File: src/rtl/hs4_sync_tx_pkg.sv
// Shared definitions for the 4-phase bundled-data channel endpoints.
package hs4_sync_tx_pkg;

  typedef enum logic [1:0] {
    StIdle,
    StSetup,
    StReqHi,
    StReqLo
  } hs4_state_t;

  localparam int unsigned FifoDepth = 2;
  localparam int unsigned SetupCntW = 4;

  // Width of a counter that must be able to hold the value t.
  function automatic int unsigned cnt_width(input int unsigned t);
    return (t < 2) ? 1 : $clog2(t + 1);
  endfunction

endpackage

File: src/rtl/hs4_sync_tx_ack_sync.sv
// Flop-chain synchronizer for the asynchronous acknowledge input.
module hs4_sync_tx_ack_sync #(
  parameter int unsigned STAGES = 2
) (
  input  logic i_clk,
  input  logic i_rst,
  input  logic i_async,
  output logic o_sync
);

  logic [STAGES-1:0] sync_q;

  always_ff @(posedge i_clk) begin
    if (i_rst) begin
      sync_q <= '0;
    end else begin
      sync_q <= {sync_q[STAGES-2:0], i_async};
    end
  end

  assign o_sync = sync_q[STAGES-1];

endmodule

File: src/rtl/hs4_sync_tx.sv
// Synchronous valid/ready source to asynchronous 4-phase bundled-data transmitter.
module hs4_sync_tx
  import hs4_sync_tx_pkg::*;
#(
  parameter int unsigned DW          = 32,
  parameter int unsigned SETUP_CYC   = 1,
  parameter int unsigned SYNC_STAGES = 2,
  parameter int unsigned TIMEOUT     = 1023
) (
  input  logic          i_clk,
  input  logic          i_rst,
  input  logic          i_valid,
  output logic          o_ready,
  input  logic [DW-1:0] i_data,
  output logic          o_req,
  output logic [DW-1:0] o_data,
  input  logic          i_ack,
  output logic          o_busy,
  output logic          o_timeout,
  input  logic          i_clr_timeout
);

  localparam int unsigned WaitW = cnt_width(TIMEOUT);
  localparam logic [WaitW-1:0] WaitMax = WaitW'(TIMEOUT);
  localparam logic [WaitW-1:0] WaitLast = WaitW'(TIMEOUT - 1);
  localparam logic [SetupCntW-1:0] SetupLoad = SetupCntW'(SETUP_CYC - 1);

  logic [DW-1:0] fifo_mem_q [FifoDepth];
  logic          wr_ptr_q, rd_ptr_q;
  logic [1:0]    count_q;
  logic          push, pop;
  logic          ack_s;

  hs4_state_t           state_q;
  logic [SetupCntW-1:0] setup_cnt_q;
  logic [WaitW-1:0]     wait_cnt_q;
  logic                 req_q;
  logic [DW-1:0]        data_q;
  logic                 timeout_q;
  logic                 waiting;
  logic                 tmo_set;

  hs4_sync_tx_ack_sync #(
    .STAGES (SYNC_STAGES)
  ) u_ack_sync (
    .i_clk   (i_clk),
    .i_rst   (i_rst),
    .i_async (i_ack),
    .o_sync  (ack_s)
  );

  assign o_ready = !i_rst && (count_q < 2'd2);
  assign push    = i_valid && o_ready;
  // A new word is only launched once the far end has returned to zero; this also
  // covers the first request after reset.
  assign pop     = (count_q != 2'd0) && !ack_s && ((state_q == StIdle) || (state_q == StReqLo));

  always_ff @(posedge i_clk) begin
    if (i_rst) begin
      wr_ptr_q <= 1'b0;
      rd_ptr_q <= 1'b0;
      count_q  <= 2'd0;
      for (int i = 0; i < FifoDepth; i++) begin
        fifo_mem_q[i] <= '0;
      end
    end else begin
      if (push) begin
        fifo_mem_q[wr_ptr_q] <= i_data;
        wr_ptr_q             <= ~wr_ptr_q;
      end
      if (pop) begin
        rd_ptr_q <= ~rd_ptr_q;
      end
      case ({push, pop})
        2'b10:   count_q <= count_q + 2'd1;
        2'b01:   count_q <= count_q - 2'd1;
        default: count_q <= count_q;
      endcase
    end
  end

  assign waiting = ((state_q == StReqHi) && !ack_s) || ((state_q == StReqLo) && ack_s);
  assign tmo_set = (TIMEOUT != 0) && waiting && (wait_cnt_q == WaitLast);

  always_ff @(posedge i_clk) begin
    if (i_rst) begin
      state_q     <= StIdle;
      setup_cnt_q <= '0;
      wait_cnt_q  <= '0;
      req_q       <= 1'b0;
      data_q      <= '0;
      timeout_q   <= 1'b0;
    end else begin
      if (tmo_set) begin
        timeout_q <= 1'b1;
      end else if (i_clr_timeout) begin
        timeout_q <= 1'b0;
      end
      // Saturate so a cleared flag is not re-raised within the same long wait.
      if (waiting && (wait_cnt_q != WaitMax)) begin
        wait_cnt_q <= wait_cnt_q + 1'b1;
      end
      unique case (state_q)
        StIdle: begin
          if (pop) begin
            data_q      <= fifo_mem_q[rd_ptr_q];
            setup_cnt_q <= SetupLoad;
            state_q     <= StSetup;
          end
        end
        StSetup: begin
          if (setup_cnt_q == '0) begin
            req_q      <= 1'b1;
            wait_cnt_q <= '0;
            state_q    <= StReqHi;
          end else begin
            setup_cnt_q <= setup_cnt_q - 4'd1;
          end
        end
        StReqHi: begin
          if (ack_s) begin
            req_q      <= 1'b0;
            wait_cnt_q <= '0;
            state_q    <= StReqLo;
          end
        end
        StReqLo: begin
          if (!ack_s) begin
            if (pop) begin
              data_q      <= fifo_mem_q[rd_ptr_q];
              setup_cnt_q <= SetupLoad;
              state_q     <= StSetup;
            end else begin
              state_q <= StIdle;
            end
          end
        end
        default: state_q <= StIdle;
      endcase
    end
  end

  assign o_req     = req_q;
  assign o_data    = data_q;
  assign o_timeout = timeout_q;
  assign o_busy    = (state_q != StIdle) || (count_q != 2'd0);

endmodule

File: config.mk
export PLATFORM = sky130hd
export DESIGN_NAME = hs4_sync_tx
export DESIGN_NICKNAME = d
export VERILOG_FILES = /design/src/rtl/hs4_sync_tx_pkg.sv /design/src/rtl/hs4_sync_tx_ack_sync.sv /design/src/rtl/hs4_sync_tx.sv
export SDC_FILE = /design/constraint.sdc
export NUM_CORES = 1
export LEC_CHECK = 0
export BUFFER_PORTS_ARGS = -buffer_cell sky130_fd_sc_hd__buf_2
export CAP_MARGIN = 30
export CORE_AREA = 10 10 97 163
export CTS_CLUSTER_SIZE = 25
export DETAILED_ROUTE_END_ITERATION = 16
export DIE_AREA = 0 0 107 173
export GPL_TIMING_DRIVEN = 0
export HOLD_SLACK_MARGIN = 0.06
export PLACE_DENSITY = 0.57
export RECOVER_POWER = 100
export SYNTH_ARGS = -nofsm -noshare
export SYNTH_HDL_FRONTEND = slang
export SYNTH_SLANG_ARGS = --single-unit
File: constraint.sdc
create_clock -name i_clk -period 4.9 [get_ports i_clk]
set_clock_uncertainty 0.1 [all_clocks]
set_input_delay 0.49 -clock i_clk [delete_from_list [all_inputs] [get_ports i_clk]]
set_output_delay 0.49 -clock i_clk [all_outputs]
set_load 0.02 [all_outputs]
# == Yosys cells after proc, flatten, opt, wreduce, memory -nomap -nowiden ==
# Memories as Yosys holds them, arrays and structs flattened. A register that Yosys moved wholly into a read port is not among the register bits.
# Cells that the tools add are included.
# word_totals
register_bits,56
mem_bits_rw,64
output_inout_bits,36
elab_cells,90
n_memories,1
# classes
addsub,4
magnitude_cmp,1
n_eq_ne,12
muxes,33
bitwise,2
n_reduce_logical,27
# memory_table
memory,depth,word_bits,read_ports,rd_ports_with_merged_regs,wr,line,text
fifo_mem_q,2,32,1,1,2,hs4_sync_tx.sv:28,logic [DW-1:0] fifo_mem_q [FifoDepth];
# op_table
operator,count
$mux 32,3
$pmux 32 s2,1
$reduce_or 32->1,1
$mux 10,3
$pmux 10 s2,1
$mux 1,14
$mux 4,3
$pmux 4 s3,1
$reduce_bool 2->1,6
$add 10x1->10 const B,1
$eq 10x10->1 const B,1
$ne 10x10->1 const B,1
$logic_and 1x1->1,8
$mux 2,4
$ne 2x2->1 const B,4
$pmux 2 s4,1
$eq 2x2->1 const B,3
$reduce_and 3->1,2
$eq 2x1->1 const B,2
$logic_not 4->1,1
$pmux 2 s2,1
$reduce_and 4->1,1
$sub 4x1->4 const B,1
$logic_or 1x1->1,3
other kinds (10),12

# == Longest topological paths before layout ==
# depth
word_depth,8
depth_mapped,9

# == Hierarchy ==
# Synthesis repeated with hierarchy kept, for this count alone.
# hier_totals
hier_cells,432
area_unflattened_um2,5093.6
# by_module_without_submodules
module,instances,cells_per_inst,area_each_um2,seq_area_each_um2
hs4_sync_tx,1,428,5041.1,3022.9
hs4_sync_tx_ack_sync,1,4,52.6,40.0

# == Worst setup path before layout ==
# No wires, ideal clock.
# synth_timing
path_type,reg2reg
start,register state_q[0]
end,register count_q[1]
setup_time_ps,71
arrival_time_ps,2181
t_required_ps,4729
slack_ps,2549
stages_incl_launch_ff,9
n_path_buf,2
synth_period_minus_slack_ps,2351
path_cell_list,dfxtp_1 -> inv_1 -> ha_1 -> nor3_1 -> buf_2 -> buf_2 -> ha_1 -> or3_1 -> a21oi_1
# synth_via
elab_chain_cells,5
elab_cells_between_ends,8
cone_classes,eq/ne (3); mux (1); reduce/logical (4)
# synth_rtl
element,line,text
from (decl),hs4_sync_tx.sv:34,hs4_state_t state_q;
from (signal assigned),hs4_sync_tx.sv:87,state_q <= StIdle;
from (signal assigned),hs4_sync_tx.sv:108,state_q <= StSetup;
from (signal assigned),hs4_sync_tx.sv:115,state_q <= StReqHi;
$eq 2x2->1 / $logic_not 2->1 (equally long branches),hs4_sync_tx.sv:56,assign pop = (count_q != 2'd0) && !ack_s && ((state_q == StIdle) || (state_q == StReqLo));
$logic_or 1x1->1 *,hs4_sync_tx.sv:56,
$logic_and 1x1->1 *,hs4_sync_tx.sv:56,
via pop,hs4_sync_tx.sv:31,"logic push, pop;"
$eq 2x1->1 / $eq 2x2->1 (equally long branches),hs4_sync_tx.sv:74,"case ({push, pop})"
$pmux 2 s2 / $reduce_bool 2->1 (equally long branches),--,
to (signal assigned),hs4_sync_tx.sv:75,2'b10: count_q <= count_q + 2'd1;
to (signal assigned),hs4_sync_tx.sv:76,2'b01: count_q <= count_q - 2'd1;
to (signal assigned),hs4_sync_tx.sv:77,default: count_q <= count_q;
to (decl),hs4_sync_tx.sv:30,logic [1:0] count_q;
# Mark *: on every way through the listed nets, which the timed path passes. The rest lies on a longest branch.
# A chain may end at the register's enable or synchronous reset.

==> impl_metrics.py <==
metrics = {
    "global_route": {
        "grt_antenna_before_repair": 0,
        "grt_pass1_wl_mm": 18.1,
        "grt_max_degree": 33,
        "overflow": 0,
        "grt_pass1_vias": 3637,
        "grt_util_all_layers_pct": 12.6,
    },
    "finish": {
        "regArea_um2": 3060,
        "fin_nets": 573,
        "drive_gt1_share_pct": 14.6,
        "syn_to_final_growth_pct": 21.2,
        "multiInputGateArea_um2": 1900,
        "fillCellCount": 1261,
        "antennaDiodeCount": 0,
    },
    "synth": {
        "synthTopCellsByArea": "edfxtp_1 37%, dfxtp_1 22%, and2_1 7.8%",
        "syn_area_per_cell_um2": 11.8,
        "yosys.area.top_type": "edfxtp_1",
        "synthFlopType": "edfxtp_1",
        "netlist_area_um2": 5140,
        "synth_cell_types": 49,
        "synth.top_cell.area_share_pct": 37.4,
        "seq_area_frac_synth_pct": 59.6,
        "syn_nets": 482,
        "yosys_register_bits": 121,
        "synth-edff-count": 64,
        "syn_inst": 436,
        "ys_async_sr_fraction_pct": 0,
        "synth_warnings": 0,
        "synth_common_cells": "64 x and2_1, 64 x edfxtp_1, 57 x dfxtp_1",
    },
    "power_and_ir_drop": {
        "power.leakage_nw": 2.27,
        "peakVddDrop_v": 0.000211,
        "power.share.switching_pct": 34.8,
        "pwr-share-clk_pct": 31.7,
        "seqPwrFrac_pct": 38.1,
        "switchingPower_mw": 1.32,
        "finalPower_mw": 3.80,
        "combPwrFrac_pct": 30.2,
        "p_int_mw": 2.48,
        "cellPowerDensity_nw_per_um2": 610,
    },
    "die": {
        "rows": 55,
        "ioPinCount": 73,
        "initial_core_util_pct": 39.7,
        "dieArea_um2": 18500,
        "chipHeight_um": 173,
        "die_w_um": 107,
        "core-area_um2": 12900,
    },
    "clocking": {
        "cts_setup_buffers": 0,
        "h-tree-depth": 4,
        "clk_pin_slew_worst_paths_ns": 0.05,
        "clockBufferDepth": 2,
        "worstSkewPairLatency_ns": 0.41,
        "cts_root_buffer": "clkbuf_16",
        "cts_buffers": 17,
        "clock_sinks": 121,
        "cts-resized-gates": 0,
        "cts_tree": "done",
        "hold_buffers": 0,
    },
    "sta": {
        "fin_hold_ws_ns": 0.191,
        "setup_viol": 0,
        "hold_violations": 0,
        "fmax_mhz": 285,
        "fin_setup_tns_ns": 0,
        "period_needed_ns": 3.50,
        "rsz0062_at_grt": "no",
        "drv_slew": 66,
        "min_period_over_period_pct": 71.5,
        "maxSlewHeadroom_pct": -63.2,
        "tightest_slew_ns": 2.45,
    },
    "detailed_routing": {
        "top_layer_used": "met4",
        "wire_per_inst_um": 16.0,
        "met2_length_mm": 6.33,
        "ant_nets": 0,
        "first_iter_violations": 138,
        "dr_wl_met3_um": 509,
        "vias": 3561,
        "drt_first_pass_iters": 4,
        "drc": 0,
        "drt-vias-per-instance": 5.01,
        "routed_wirelength_mm": 11.4,
        "wl_met1_mm": 4.27,
    },
    "critical_path": {
        "cp-end-kind": "register",
        "rrSetupSlack_ns": 1.40,
        "crit_buf_inv": 0,
        "timing_worst_setup_path_type": "reg2reg",
        "r2r_start": "count_q[1]",
        "start_kind": "register",
        "path_cells": "nor2_1 -> nand2_1 -> nor2_1 -> or2_0",
        "reg2reg_depth": 4,
        "worstPathArrival_ns": 3.38,
        "cp_max_fo": 32,
        "cp_slowest_cell": "or2_0",
        "worstPathRequired_ns": 4.77,
        "r2r_end": "fifo_mem_q[0][7]",
        "cpMostUsedCell": "nor2_1",
        "critPathMaxStageDelay_ns": 1.84,
        "crit_family": "simple AND/OR/NAND/NOR gates",
    },
    "flow_run": {
        "cap_viol_max_count": 2,
    },
    "worst_hold_path": {
        "hp-class": "in2reg",
        "hp-start": "i_ack",
        "hold_path_end": "u_ack_sync.sync_q[0]",
        "hold_depth": 2,
    },
    "placement": {
        "portBuffers": 72,
        "hpwl_mm": 8.20,
        "routabilityCongestion": 0.746,
    },
    "run_status": {
        "status": "complete, but fails checks",
        "violations": "max-capacitance violations, max-slew violations",
    },
}
[worst reg2reg max path, stage by stage, from the launching register on]
cell and delay [ns]:
dfxtp_1 0.34, nor2_1 0.19, nand2_1 0.13, nor2_1 0.45
or2_0 1.84
[power groups by stage]
stage,registers [mW],logic [mW],clock network (mW)
final,1.45,1.15,1.21
after global routing,1.47,1.27,1.26
after CTS,1.44,1.22,1.22
after detailed placement,1.46,1.22,0
after global placement,1.45,1.19,0
after floorplan,1.59,0.692,0
[cell families after synthesis]
kind of cell               share of synthesized area [%]
adders and majority gates                           2.19
muxes                                               7.31
buffers and inverters                               3.12
and+or+nand+nor                                     16.9
xor gates and xnor gates                           0.853
AOI/OAI and AO/OA                                   9.96
DFF                                                 59.6
[placed cells by master (no fill, tap or decap), types with 2 or more instances in the layout]
master      count
clkinvlp_4      2
o21ai_0         6
nand2b_1        5
or4_1           2
clkbuf_1       58
dfxtp_1        57
buf_2          41
clkbuf_16      17
nor3b_1         2
and3_1          5
inv_1          11
nor2_1         45
and4_1          2
a211oi_1       37
a21oi_2         2
a21boi_0        2
clkinv_2        3
mux2i_1        36
clkinv_4        4
nor3_1          6
a311oi_1        2
xnor2_1         3
nor2b_1         2
o31ai_1         3
xor2_1          2
a21o_1          2
or3_1           4
and2_0         31
nand3b_1        2
ha_1            9
edfxtp_1       64
a21oi_1        10
bufinv_16       2
nand2_1         7
and2_1         33
a31oi_1         2
or2_0           2
[flip-flops by register name, indices dropped and copies added (netlist names), named ones only]
name and count:
count_q 2, fifo_mem_q 64, o_data 32, o_req 1, o_timeout 1, rd_ptr_q 1
setup_cnt_q 4, state_q 2, u_ack_sync.sync_q 2, wait_cnt_q 10, wr_ptr_q 1
[through the flow]
step / worst slack [ns] / instances / utilization (%) / instance area [um^2]
5_1_grt: 1.04 / 711 / 48.1 / 6230
2_1_floorplan: 2.55 / 436 / - / 5140
3_3_place_gp: 2.18 / 679 / 44.1 / 5710
3_5_place_dp: 2.14 / 679 / 44.1 / 5710
4_1_cts: 2.11 / 711 / 48.6 / 6290
6_report: 1.40 / 711 / 48.1 / 6230
[metal layers]
layer  up-vias  track usage, %
li1       1750               -
met1      1686            12.1
met2       103            23.0
met3        22            3.91
met4         0            6.35
met5         -               0
[final cells by class]
type                    count  area share [%]
flip-flops and latches    121            49.2
multi-input cells         278            30.6
clock buffers              21            7.23
repair buffers             72            5.04
well taps                 171            3.44
clock inverters            11            2.01
plain buffers              26            1.83
inverters                  11           0.663
[worst max-delay path by stage]
stage                          start               end  slack, ns  depth (start not counted)
after floorplan           state_q[0]        count_q[1]       2.55                          8
after global placement    state_q[0]        count_q[1]       2.18                          8
after detailed placement  state_q[0]        count_q[1]       2.14                          8
after CTS                 state_q[0]        count_q[1]       2.11                          8
after global routing      count_q[1]  fifo_mem_q[0][8]       1.04                          4
final                     count_q[1]  fifo_mem_q[0][7]       1.40                          4
Power figures use the tool's default switching activity.
